[src/rtl/spi_master.sv]
// SPI command master: serialises 10-bit memory commands onto SS_n/MOSI and returns read bytes from MISO.
// Frame is 13 slots (20+MISO_DLY for reads) plus IDLE_GAP; cmd_ready is high only when idle, so commands wait upstream.
module spi_master #(
  parameter int MISO_DLY = 4,
  parameter int IDLE_GAP = 2
) (
  input  logic       clk,
  input  logic       rst,
  input  logic       cmd_valid,
  output logic       cmd_ready,
  input  logic [9:0] cmd_word,
  output logic [7:0] rd_data,
  output logic       rd_valid,
  output logic       busy,
  output logic       SS_n,
  output logic       MOSI,
  input  logic       MISO
);

  typedef enum logic [2:0] {
    ST_IDLE, ST_SEL, ST_CMD, ST_SHIFT, ST_HOLD, ST_WAIT, ST_RECV, ST_GAP
  } state_t;

  localparam logic [3:0] DLY_LAST = 4'(MISO_DLY - 1);
  localparam logic [3:0] GAP_LAST = 4'(IDLE_GAP - 1);

  state_t     state_q, state_nxt;
  logic [3:0] cnt_q, cnt_nxt;
  logic [9:0] word_q;
  logic [6:0] shreg_q;
  logic       ss_n_nxt, mosi_nxt;

  assign cmd_ready = (state_q == ST_IDLE);
  assign busy      = ~cmd_ready;

  always_comb begin
    state_nxt = state_q;
    cnt_nxt   = cnt_q;
    case (state_q)
      ST_IDLE:  if (cmd_valid) state_nxt = ST_SEL;
      ST_SEL:   state_nxt = ST_CMD;
      ST_CMD: begin
        state_nxt = ST_SHIFT;
        cnt_nxt   = '0;
      end
      ST_SHIFT: begin
        if (cnt_q == 4'd9) begin
          state_nxt = (word_q[9:8] == 2'b11) ? ST_WAIT : ST_HOLD;
          cnt_nxt   = '0;
        end else begin
          cnt_nxt = cnt_q + 4'd1;
        end
      end
      ST_HOLD: begin
        state_nxt = ST_GAP;
        cnt_nxt   = '0;
      end
      ST_WAIT: begin
        if (cnt_q == DLY_LAST) begin
          state_nxt = ST_RECV;
          cnt_nxt   = '0;
        end else begin
          cnt_nxt = cnt_q + 4'd1;
        end
      end
      ST_RECV: begin
        if (cnt_q == 4'd7) begin
          state_nxt = ST_GAP;
          cnt_nxt   = '0;
        end else begin
          cnt_nxt = cnt_q + 4'd1;
        end
      end
      ST_GAP: begin
        if (cnt_q == GAP_LAST) begin
          state_nxt = ST_IDLE;
          cnt_nxt   = '0;
        end else begin
          cnt_nxt = cnt_q + 4'd1;
        end
      end
      default: state_nxt = ST_IDLE;
    endcase

    // Pins are registered from the next state so each slot's value appears right after its edge
    ss_n_nxt = (state_nxt == ST_IDLE) || (state_nxt == ST_GAP);
    mosi_nxt = 1'b0;
    if (state_nxt == ST_CMD)   mosi_nxt = word_q[9];
    if (state_nxt == ST_SHIFT) mosi_nxt = word_q[cnt_nxt];
  end

  always_ff @(posedge clk) begin
    if (rst) begin
      state_q  <= ST_IDLE;
      cnt_q    <= '0;
      word_q   <= '0;
      shreg_q  <= '0;
      SS_n     <= 1'b1;
      MOSI     <= 1'b0;
      rd_data  <= '0;
      rd_valid <= 1'b0;
    end else begin
      state_q  <= state_nxt;
      cnt_q    <= cnt_nxt;
      SS_n     <= ss_n_nxt;
      MOSI     <= mosi_nxt;
      rd_valid <= 1'b0;
      if (state_q == ST_IDLE && cmd_valid) word_q <= cmd_word;
      // LSB arrives first; the eighth sample completes the byte straight into rd_data
      if (state_q == ST_RECV) begin
        shreg_q <= {MISO, shreg_q[6:1]};
        if (cnt_q == 4'd7) begin
          rd_data  <= {MISO, shreg_q};
          rd_valid <= 1'b1;
        end
      end
    end
  end

endmodule

[config.mk]
export PLATFORM = sky130hd
export DESIGN_NAME = spi_master
export DESIGN_NICKNAME = d
export VERILOG_FILES = /design/src/rtl/spi_master.sv
export SDC_FILE = /design/constraint.sdc
export NUM_CORES = 1
export LEC_CHECK = 0
export ABC_AREA = 1
export CAP_MARGIN = 20
export CORE_MARGIN = 2
export CORE_UTILIZATION = 56
export CTS_CLUSTER_SIZE = 25
export DETAILED_ROUTE_END_ITERATION = 10
export GPL_TIMING_DRIVEN = 0
export PLACE_DENSITY = 0.89
export REMOVE_ABC_BUFFERS = 1
export SYNTH_ARGS = -nofsm -noshare
export SYNTH_HDL_FRONTEND = slang
export SYNTH_SLANG_ARGS = --single-unit
[constraint.sdc]
create_clock -name clk -period 3.12 [get_ports clk]
set_input_delay 0.624 -clock clk [delete_from_list [all_inputs] [get_ports clk]]
set_output_delay 0.624 -clock clk [all_outputs]
set_load 0.01 [all_outputs]
==> results by group, run 1 <==
Status
  – Status: complete, no violations

Die
  – Die height: 57.48 um
  – Die area: approximately 0.0033 sq mm
  – Die W: approximately 57 um
  – Core footprint: approximately 0.0027 sq mm
  – Core Rows: 19
  – Initial Util: 58.58%
  – I/O Pins: 27

Route
  – WL per Instance: 10.19 um
  – Via count: approximately 1500
  – Drt first pass iters: 4
  – WL final: 2.987 mm
  – Final ANT Viol Nets: 0
  – DRC violations left: 0
  – Vias per Instance: just over 5
  – Starting DRT DRC Count: 40

Yosys
  – Top cells by area, synth: dfxtp_1 (44%), nand2_1 (15%), nor2_1 (6.8%)
  – Synth Cell Area: 0.001602 sq mm
  – Post-synth ARST share: 0%
  – Syn Area/Cell: roughly 6.9 sq um
  – Prevailing post-synth register cell: dfxtp_1
  – Yosys top cell area share: 43.75%
  – #FFs+latches synth: 35
  – Post-synth EDFFs: 0
  – Synth cell types: 23
  – Top post-synthesis cells by count: nand2_1 (66), dfxtp_1 (35), nor2_1 (29)
  – Syn. warnings: 0
  – Post-synthesis sequential area ratio: between 40% and 50%
  – Dominant cell type by area after synthesis: dfxtp_1
  – Count leader, synth: nand2_1
  – Cells after Synth: 233

Power
  – Worst VDD drop: around 0.45 mV
  – PwrDens: 474.3 mW/mm^2
  – Leakage: between 0.0007 and 0.0008 uW

Global route
  – Global Route Usage Sum: 19.95%
  – Antenna violations before repair: 0
  – Largest net degree at the start of global routing: 21
  – Number of global-route vias before repair: 1240
  – Grt ovf: 0
  – First-pass GRT wire length: 5.085 mm

Layout
  – Share of cells above drive strength 1: 8.779%
  – NumNets Final: ~280
  – Final Non-Filler Cells: 293
  – Diode count: 0
  – Syn-to-layout area delta: 20.55%

Timing
  – Least-Margin Pin Slew: slightly below 0.7 ns
  – Fin crit period: 2.244 ns
  – Fmax: 0.4456 GHz
  – Period Utilization, post-route: 71.93%
  – Clock skew: approximately 0.016 ns
  – Final Slew Violations: 0
  – Final Hold Vio Count: 0
  – Final setup fails: 0
  – Setup_tns: 0 ns
  – Relative slew slack: 53.50%
  – RSZ-0062 raised after global routing: false

Critical path
  – CP startpoint kind: flip-flop
  – Critical Path RT: 2.50 ns
  – Max FO, Critical Path: 6
  – Reg2Reg Depth: 10
  – Crit path capture type: primary output
  – CP arrival: between 1.5 and 2 ns
  – Kind of critical path: reg -> out

Clock tree
  – Setup Fix Bufs, Post-CTS: 0
  – H-tree levels: 2
  – CTS Buffer Depth: 2
  – Clk slew on worst S/H paths: 0.12 ns
  – CTS Sinks: 35
  – CTS Buf Count: 5
  – Clk Tree Root Cell: clkbuf_4
  – Hold_buf cts: 0
  – Worst-Skew Late Latency: 0.35 ns
  – Post-cts resize count: 0
  – CTS tree: done

Placement
  – IO buf count: 26
  – Placed Cells: between 200 and 300
  – DP HPWL: ~2.2 mm
  – Placer Congestion: 0.7846

Worst hold path
  – Hold Crit Class: reg -> reg
  – Worst hold stages: 2

Run
  – # Max-Cap Violations: 0
## metrics by stage
stage	instance area, sq um	hold WS [ns]	utilization [%]	power, uW	setup WS, ns
final	1931	0.4625	70.62	915.6	0.8758
after detailed placement	1873	0.4542	68.51	681.7	0.5917
after floorplan	1574	0.4340	-	615.0	1.528
after global placement	1873	0.4495	68.51	677.5	0.6261
after global routing	1931	0.4877	70.62	965.4	0.7985
after CTS	1931	0.4705	70.62	920.4	0.8743
## registers in the layout (all words and copies together), names as in the netlist
signal,flops
word_q,10
rd_data,8
shreg_q,7
cnt_q,4
state_q,3
MOSI,1
SS_n,1
rd_valid,1
## cell type report
cell class | count | area, sq um
Clock inverter | 3 | 20.02
Multi-Input combinational cell | 165 | 768.2
Timing Repair Buffer | 26 | 260.3
Tap cell | 31 | 38.79
Clock buffer | 5 | 37.54
Inverter | 28 | 105.1
Fill cell | 233 | 803.3
Sequential cell | 35 | 700.7
## logic make-up (layout without fill, tap and decap cells)
kind of cell    after synthesis  in the layout  synth area share, %
fa+ha+maj                     2              2                1.562
simple gates                123            123                32.97
buf+inv                      33             62                8.280
flops                        35             35                43.75
compound gates               40             40                13.44
## metal layers
metal | up-vias | wire length, um | global-route usage, %
li1 | 792 | - | -
met1 | 654 | 1437 | 25.61
met2 | 31 | 1359 | 31.33
met3 | 7 | 132 | 6.122
met4 | 0 | 58 | 7.973
met5 | - | 0 | 0
## cells in the final DEF (no fill, tap or decap), drive strengths merged
cell / n
clkinv: 2
inv: 27
clkinvlp: 2
o31ai: 1
ha: 2
nand2: 68
nor2: 34
a21oi: 22
o211ai: 1
dfxtp: 35
o21ai: 15
nand3: 20
clkdlybuf4s50: 26
o22ai: 1
nor3: 1
clkbuf: 5
## critical path, stage by stage, from the launching register on
cell	delay, ns
dfxtp_1	0.47
inv_1	0.13
nand2_1	0.12
clkdlybuf4s50_1	0.54
## final timing paths
kind | slack, ns | to | from
max | 0.88 | busy | state_q[2]
min | 0.46 | shreg_q[5] | shreg_q[6]
max reg2reg | 1.26 | SS_n | state_q[0]
min reg2reg | 0.46 | shreg_q[5] | shreg_q[6]
## report_power, final
part | internal, uW | switching [uW] | total [uW] | leakage, uW
clock network | 85.9 | 159 | 245 | 0.0000272
logic | 77.7 | 104 | 182 | 0.000486
registers | 471 | 17.7 | 489 | 0.000285
total | 635 | 280 | 916 | 0.000798
Note: power is estimated with default switching activity, not from simulation.
==> run 2: changes to the inputs <==
- CORE_UTILIZATION: 56 -> 52
- PLACE_DENSITY: 0.89 -> 0.83
- clock period: 3.12 -> 2.1 ns (I/O delays scaled with it)
==> run 2 against run 1 <==
  * Non-clock buffer count unchanged
  * Via count down 0.47%
  * Flip-flop and latch count stayed put
==> results by group, run 2 (synthesis gave the netlist of run 1 again) <==
Timing
  – RSZ-0062 raised after global routing: false
  – Final setup fails: 0
  – Fmax: 0.5083 GHz
  – Clock skew: 0.005812 ns
  – Relative slew slack: 51.15%
  – Period Utilization, post-route: between 90% and 100%
  – Fin crit period: 1.967 ns
  – Worst hold slack: between 0.4 and 0.5 ns
  – Least-Margin Pin Slew: roughly 0.73 ns
  – Final Slew Violations: 0
  – Setup WS post-layout: about 0.13 ns
  – Final Hold Vio Count: 0

Power
  – Switch Pwr: 391.1 uW
  – PwrDens: 692.8 mW/mm^2
  – Int Pwr: 946.4 uW
  – Combinational power share: 20.4%
  – Leakage: 0.0008099 uW
  – Sequential share of power: 54.4%
  – Clk pwr share: between 20% and 30%
  – Worst VDD drop: slightly below 0.5 mV
  – Net Sw Frac: 29.24%

Critical path
  – Critical Path RT: approximately 1.7 ns
  – Kind of critical path: reg -> out
  – R2r setup slk: 0.27 ns
  – Reg2reg end: SS_n
  – Reg2Reg Depth: 10
  – Max FO, Critical Path: 7
  – CP arrival: 1.55 ns
  – Crit path capture type: primary output
  – CP startpoint kind: flip-flop
  – Worst-path cell chain: nor2_1, nand2_1, inv_1, clkdlybuf4s50_1
  – Top delay family on crit path: buffers and inverters
  – Worst path max stage delay: roughly 0.53 ns
  – Worst reg2reg startpoint: state_q[0]
  – CP max stage cell: clkdlybuf4s50_1
  – CP Buf/Inv Count: 2

Placement
  – IO buf count: 26
  – Placed Cells: 287
  – DP Area: 0.001876 sq mm
  – Placement Setup Slack: -0.2021 ns
  – DP HPWL: 2.303 mm
  – Placer Congestion: about 0.89

Clock tree
  – H-tree levels: 2
  – CTS tree: done
  – Clk Tree Root Cell: clkbuf_4
  – Post-cts resize count: 0
  – CTS Sinks: 35
  – Worst-Skew Late Latency: 0.33 ns
  – Clk slew on worst S/H paths: 0.09 ns
  – CTS Buf Count: 5
  – Hold_buf cts: 0
  – CTS Buffer Depth: 2
  – Setup Fix Bufs, Post-CTS: 0

Global route
  – Largest net degree at the start of global routing: 21
  – Number of global-route vias before repair: approximately 1300
  – Antenna violations before repair: 0
  – Global Route Usage Sum: between 10% and 20%
  – First-pass GRT wire length: 5.382 mm
  – Grt ovf: 0

Die
  – Die height: 59.50 um
  – Core Rows: 20
  – Die area: about 0.0035 sq mm
  – I/O Pins: 27
  – Core footprint: 0.002978 sq mm
  – Initial Util: between 50% and 60%
  – Die W: roughly 59 um

Route
  – WL final: 3.095 mm
  – Drt first pass iters: 4
  – Starting DRT DRC Count: 33
  – Final ANT Viol Nets: 0
  – WL per Instance: approximately 10 um
  – DRC violations left: 0
  – Vias per Instance: 5.007
  – Via count: 1477

Layout
  – Diode count: 0
  – Most common library cell in the layout ignoring fill and taps: nand2_1
  – Most flops, register: word_q
  – Max reg flops: 10
  – Share of cells above drive strength 1: 8.779%
  – Final Non-Filler Cells: 295
  – Syn-to-layout area delta: 20.55%
  – Post-route core utilization: 64.83%
  – NumNets Final: approximately 280
  – Biggest regs: word_q x10, rd_data x8, shreg_q x7
  – Design Area, Final: approximately 0.0019 sq mm
  – Most frequent cells in the layout: nand2_1 (66), dfxtp_1 (33), nor2_1 (29)

Status
  – Status: complete, no violations

Worst hold path
  – Hold Crit Class: reg -> reg
  – Hold Crit Start: shreg_q[1]
  – Hold Path Sink: shreg_q[0]
  – Worst hold stages: 2

Run
  – # Max-Cap Violations: 0
run 2: power by group through the flow:
stage          Sequential (uW)  Clock (uW)  Combinational (uW)
2_1_floorplan              740           0                 173
4_1_cts                    728         343                 275
6_report                   727         337                 273
3_5_place_dp               743           0                 274
3_3_place_gp               742           0                 271
5_1_grt                    734         373                 310
run 2: routing by layer:
metal  GRT usage [%]  share of wire [%]
met5               0                  0
met4           7.302                1.9
met2           32.81                 47
met3           6.987                4.5
met1           23.71                 47
run 2: area by class of cell:
type / instances / area, sq um
fill: 274 / 1047
multi-input combinational: 165 / 768.2
sequential: 35 / 703.2
timing repair buffer: 26 / 262.8
inverter: 28 / 105.1
clock buffer: 7 / 45.04
tap: 33 / 41.29
clock inverter: 1 / 5.005
run 2: worst register-to-register path: stages, from the launching register on:
cell and delay (ns):
dfxtp_1 0.42, inv_2 0.06, nand3_2 0.18, inv_2 0.12
nand2_2 0.18, inv_2 0.10, nor3_1 0.19, nand3_1 0.17
nand2_1 0.12, inv_1 0.07, o31ai_2 0.16
run 2: stage by stage:
stage | power, uW | setup TNS, ns
floorplan | 913.7 | 0
global placement | 1012 | -0.4711
detailed placement | 1017 | -0.5071
CTS | 1345 | 0
global route | 1417 | 0
finish | 1337 | 0
run 2: how the worst max path moves through the flow:
stage	start	to	slack [ns]	cells past startpoint
CTS	state_q[1]	cmd_ready	0.08	4
floorplan	cnt_q[0]	MOSI	0.51	13
finish	state_q[1]	cmd_ready	0.13	4
global route	state_q[0]	SS_n	0.04	10
detailed placement	rst	SS_n	-0.20	5
global placement	rst	SS_n	-0.20	5
